<file path="src/rtl/cascadable_counter_slice.sv">
// cascadable_counter_slice: registered modulo up/down counter slice with
// clamped load, two-level enable, terminal count, wrap pulse and sticky ovf.
module cascadable_counter_slice #(
  parameter int WIDTH       = 4,
  parameter int MODULUS     = 16,
  parameter int RESET_VALUE = 0
) (
  input  logic             clk,
  input  logic             rst_n,
  input  logic             clr,
  input  logic             ld,
  input  logic [WIDTH-1:0] d,
  input  logic             en_p,
  input  logic             en_t,
  input  logic             up,
  output logic [WIDTH-1:0] q,
  output logic             tc,
  output logic             wrap,
  output logic             ovf
);

  localparam logic [WIDTH:0] MOD_X =
    (WIDTH+1)'(MODULUS);
  localparam logic [WIDTH:0] TOP_X =
    (WIDTH+1)'(MODULUS - 1);
  localparam logic [WIDTH-1:0] TOP =
    TOP_X[WIDTH-1:0];
  localparam logic [WIDTH-1:0] RST_Q =
    WIDTH'(RESET_VALUE);

  logic [WIDTH:0]   q_x;
  logic [WIDTH:0]   d_x;
  logic [WIDTH:0]   inc_x;
  logic [WIDTH:0]   dec_x;
  logic             at_top;
  logic             at_zero;
  logic             cnt;
  logic [WIDTH-1:0] q_nxt;
  logic             wrap_nxt;

  assign q_x     = {1'b0, q};
  assign d_x     = {1'b0, d};
  assign inc_x   = q_x + (WIDTH+1)'(1);
  assign dec_x   = q_x - (WIDTH+1)'(1);
  assign at_top  = (q_x == TOP_X);
  assign at_zero = (q_x == '0);
  assign cnt     = en_p & en_t;

  assign tc = en_t & (up ? at_top : at_zero);

  // Wrap is detected on the extended sum/borrow so no
  // out-of-range value can ever reach the register.
  always_comb begin
    q_nxt    = q;
    wrap_nxt = 1'b0;
    if (ld) begin
      q_nxt = (d_x >= MOD_X) ? TOP : d;
    end else if (cnt) begin
      if (up) begin
        if (inc_x == MOD_X) begin
          q_nxt    = '0;
          wrap_nxt = 1'b1;
        end else begin
          q_nxt = inc_x[WIDTH-1:0];
        end
      end else begin
        if (dec_x[WIDTH]) begin
          q_nxt    = TOP;
          wrap_nxt = 1'b1;
        end else begin
          q_nxt = dec_x[WIDTH-1:0];
        end
      end
    end
  end

  always_ff @(posedge clk or negedge rst_n) begin
    if (!rst_n) begin
      q    <= RST_Q;
      wrap <= 1'b0;
      ovf  <= 1'b0;
    end else if (clr) begin
      q    <= '0;
      wrap <= 1'b0;
      ovf  <= 1'b0;
    end else begin
      q    <= q_nxt;
      wrap <= wrap_nxt;
      if (wrap_nxt) ovf <= 1'b1;
    end
  end

endmodule
</file>
<file path="config.mk">
export PLATFORM = sky130hd
export DESIGN_NAME = cascadable_counter_slice
export DESIGN_NICKNAME = d
export VERILOG_FILES = /design/src/rtl/cascadable_counter_slice.sv
export SDC_FILE = /design/constraint.sdc
export NUM_CORES = 1
export LEC_CHECK = 0
export BUFFER_PORTS_ARGS = -buffer_cell sky130_fd_sc_hd__buf_2
export CORE_AREA = 3 3 40 42
export DETAILED_ROUTE_END_ITERATION = 12
export DIE_AREA = 0 0 43 45
export GPL_TIMING_DRIVEN = 0
export PLACE_DENSITY = 0.6
export REMOVE_ABC_BUFFERS = 1
export SLEW_MARGIN = 20
export SYNTH_ARGS = -nofsm -noshare
export SYNTH_HDL_FRONTEND = slang
export SYNTH_SLANG_ARGS = --single-unit
</file>
<file path="constraint.sdc">
create_clock -name clk -period 1.94 [get_ports clk]
set_clock_uncertainty 0.1 [all_clocks]
set_input_delay 0.388 -clock clk [delete_from_list [all_inputs] [get_ports clk]]
set_output_delay 0.388 -clock clk [all_outputs]
set_load 0.1 [all_outputs]
</file>
# ---- After elaboration in Yosys (flattened, before gate mapping)
# Cells that the tools add are included.
dict set report classes {
  add_sub_neg 2
  n_reduce_logical 3
  n_bitwise 2
  mux 16
  magnitude_cmp 1
  n_eq_ne 2
}
# operator n
set op_table {}
lappend op_table {{$mux 4} 7}
lappend op_table {{$mux 1} 9}
lappend op_table {{$add 4x1->5 const B} 1}
lappend op_table {{$eq 5x5->1 const B} 1}
lappend op_table {{$ge 4x5->1 const B} 1}
lappend op_table {{$logic_not 5->1} 1}
lappend op_table {{$sub 4x1->5 const B} 1}
lappend op_table {{$eq 4x4->1 const B} 1}
lappend op_table {{$reduce_bool 3->1} 1}
lappend op_table {{$and 1x1->1} 2}
lappend op_table {{$reduce_bool 2->1} 1}
dict set report word_totals {
  out_inout_bits 7
  input_bits 11
  elab_cells 29
  regBits 6
}

# ---- Depth between registers and ports, before layout
dict set report depth {
  depth_word 8
  mapped_depth 6
  ltp_nobuf 6
}

# ---- Worst setup path before layout
# Ideal clock, no wire load.
dict set report synth_timing {
  kind {reg2out}
  start {reg q[0]}
  end {out tc}
  required_time_ps 1452
  slack_ps -2339
  path_stages_with_launch 5
  arrival_time_ps 3791
  cell_sequence {dfrtp_1 -> inv_1 -> ha_1 -> or4b_4 -> a21boi_0}
}
dict set report synth_between {
  elab_chain_len 3
  elab_cells_between_ends 4
  cone_classes {eq/ne: 1; mux: 1; bitwise: 1; reduce/logical: 1}
}
# element line_no
set synth_rtl {}
lappend synth_rtl {{start, declared} 16} ;# output logic [WIDTH-1:0] q,
lappend synth_rtl {{start signal, assigned} 87} ;# q <= q_nxt;
lappend synth_rtl {{$eq 4x4->1 / $logic_not 5->1 (equally long branches)} {45, 46}}
lappend synth_rtl {{$mux 1 (*)} 49} ;# assign tc = en_t & (up ? at_top : at_zero);
lappend synth_rtl {{$and 1x1->1 (*)} 49}
lappend synth_rtl {{end, declared} 17} ;# output logic tc,
# Every way passes the cells marked *; elsewhere a longest branch is shown, timed or not.

# ---- Worst setup path in the final report
# Same ends and word-level chain as after synthesis.

==> results.cfg <==
[status]
status = finished, violations left
violations = setup timing

[placement]
port_buffers = 17
place_hpwl_um = 836
dpl.cell_count = 79
gp_congestion = 0.711
place_area_sq_um = 513
dp_slack_ns = -0.411

[sta]
setup_ws_ns = -0.249
setup_violations = 1
worst_pin_slew_ns = 0.487
rsz0062_at_grt = true
max_freq_mhz = 457
maxSlewViolCount = 0
hold_viol = 0
slew-limit-headroom_pct = 67.7
setup_tns_ns = -0.249
period_share_pct = 113
min_period_ns = 2.19

[synth]
synth_area_sq_um = 413
synth_seq_cells = 6
ys_warn_count = 0
ys_types = 22
ys_seq_area_share_pct = 36.4
syn_avg_cell_area_sq_um = 8.60
syn_inst = 48

[setup_path]
cp-end-kind = output pin
crit_type = reg -> out
critical_path_required_ns = 1.45
crit_path_start_kind = flop
slowest_delay_ns = 0.48
crit_chain = inv_2 > ha_4 > or4b_4 > a21boi_4 > buf_12
path_max_fanout = 2
cpMaxStageDelayCell = or4b_4
arrival_ns = 1.70

[global_routing]
grt_pass1_vias = 475
grt_max_degree = 9
antenna_found_initial = 0
grtUsageTotal_pct = 14.5
grt_pass1_wl_um = 2010
grt-ovfl-total = 0

[clock_network]
htreeDepth = 1
cts_buffers = 3
cts_root_buf = clkbuf_4
cts_tree = done
cts_sinks = 6
clk_latency_ns = 0.25
clockBufferDepth = 2
path_clk_slew_ns = 0.05

[cells_and_area]
num_antenna_cells = 0
final_cells = 91
fin_area_sq_um = 647
seq_area_sq_um = 153
postLayoutCoreUtil_pct = 50.3
multi_input_area_sq_um = 268
area_delta_synth_final_pct = 56.7
final_common_cell = buf_2
nets = 91
drive_gt1_share_pct = 50.0
num-fill-cells = 133
final_cell_mix = buf_2, buf_4, nor2_1

[floorplan]
die_w_um = 43
die_h_um = 45
initial_core_util_pct = 32.1
die_area_sq_mm = 0.00194
fp-row-count = 13
ios = 18
core_sq_mm = 0.00128

[power]
p_per_area_mw_per_mm2 = 664
comb_power_share_pct = 39.7
swShare_pct = 38.8
p_seq_share_pct = 32.8
intPower_mw = 0.263
p_leak_nw = 0.313
clkPwrFrac_pct = 27.5
p_sw_mw = 0.167
ir_drop_mv = 0.317

[drt]
drt_wl_total_um = 1200
detail-route-antenna-nets = 0
viasPerCell = 5.09
drt-initial-drc-count = 4
drc = 0
routedWlPerCell_um = 13.1
dr.pass1.iters = 3
vias = 463

[run]
cap_violations = 0

[worst_hold_path]
worstHoldPathType = in -> reg
flip-flops by register name, summed over array words and instances (netlist names):
| register | cells |
|---|---|
| ovf | 1 |
| wrap | 1 |
| q | 4 |
worst max-delay path, delay by kind of cell (launching register included):
kind | cells | cell delay [ns]
flip-flops | 1 | 0.41
buffers and inverters | 2 | 0.27
AO/OA/AOI/OAI | 1 | 0.17
AND/OR/NAND/NOR | 1 | 0.48
adder cells (fa/ha/maj) | 1 | 0.13
cell families (layout without fill, tap and decap cells):
logic type	after synthesis	after routing	share of synthesized area, %
compound gates	12	12	19.4
xor+xnor	1	1	2.12
fa+ha+maj	2	2	6.06
buf+inv	5	33	4.54
flops	6	6	36.4
mux	1	1	2.42
simple gates	21	21	29.1
path summary, 6_finish.rpt:
check | from | to | slack (ns) | cells past startpoint
min in group asynchronous | rst_n | ovf | 0.39 | 2
max | q[0] | tc | -0.25 | 5
min | clr | q[0] | 0.29 | 2
max in group asynchronous | rst_n | q[0] | 1.18 | 2
max reg2reg | q[0] | ovf | 0.18 | 7
min reg2reg | ovf | ovf | 0.40 | 2
power by group through the flow:
stage / clock, mW / sequential, mW / combinational (mW)
2_1_floorplan: 0 / 0.195 / 0.0460
3_3_place_gp: 0 / 0.146 / 0.131
3_5_place_dp: 0 / 0.146 / 0.133
4_1_cts: 0.121 / 0.141 / 0.166
5_1_grt: 0.123 / 0.142 / 0.183
6_report: 0.118 / 0.141 / 0.170
repair_timing:
action                     CTS  global route
gates resized for setup     13             0
pin swaps                    2             2
buffers inserted             7             1
hold buffers                 1             0
setup endpoints to repair    1             1
hold endpoints to repair     6             0
synthesized netlist by cell type (all sizes together):
cell | n | area, sq um
xnor2 | 1 | 8.76
a22oi | 1 | 7.51
mux2i | 1 | 10.0
dfrtp | 6 | 150
nor2 | 6 | 22.5
and4 | 1 | 10.0
and2 | 1 | 7.51
a21boi | 1 | 7.51
nand3 | 2 | 10.0
a221oi | 1 | 8.76
a21oi | 5 | 25.0
a311oi | 1 | 8.76
or4b | 1 | 13.8
clkbuf | 1 | 3.75
nand2 | 3 | 11.3
nand4 | 4 | 25.0
inv | 4 | 15.0
ha | 2 | 25.0
o22ai | 1 | 12.5
or3 | 2 | 12.5
or4 | 1 | 7.51
o21ai | 2 | 10.0
stage by stage:
stage,total power [mW],hold slack [ns]
floorplan,0.241,-0.00759
global placement,0.277,0.118
detailed placement,0.279,0.122
CTS,0.428,0.281
global route,0.448,0.301
finish,0.429,0.286
final cells by class:
class / count / share of cell area, %
clock buffer: 3 / 3.48
inverter: 4 / 2.32
multi-input combinational: 37 / 41.4
sequential: 6 / 23.6
tap: 15 / 2.90
timing repair buffer: 26 / 26.3
routing by layer:
metal | GRT usage [%] | wire length (um) | up-vias
met3 | 6.77 | 91 | 0
met2 | 26.6 | 633 | 13
met5 | 0 | 0 | -
met1 | 14.9 | 471 | 215
li1 | - | - | 235
met4 | 3.61 | 0 | 0
No activity file was read; power rests on OpenSTA's default activity.
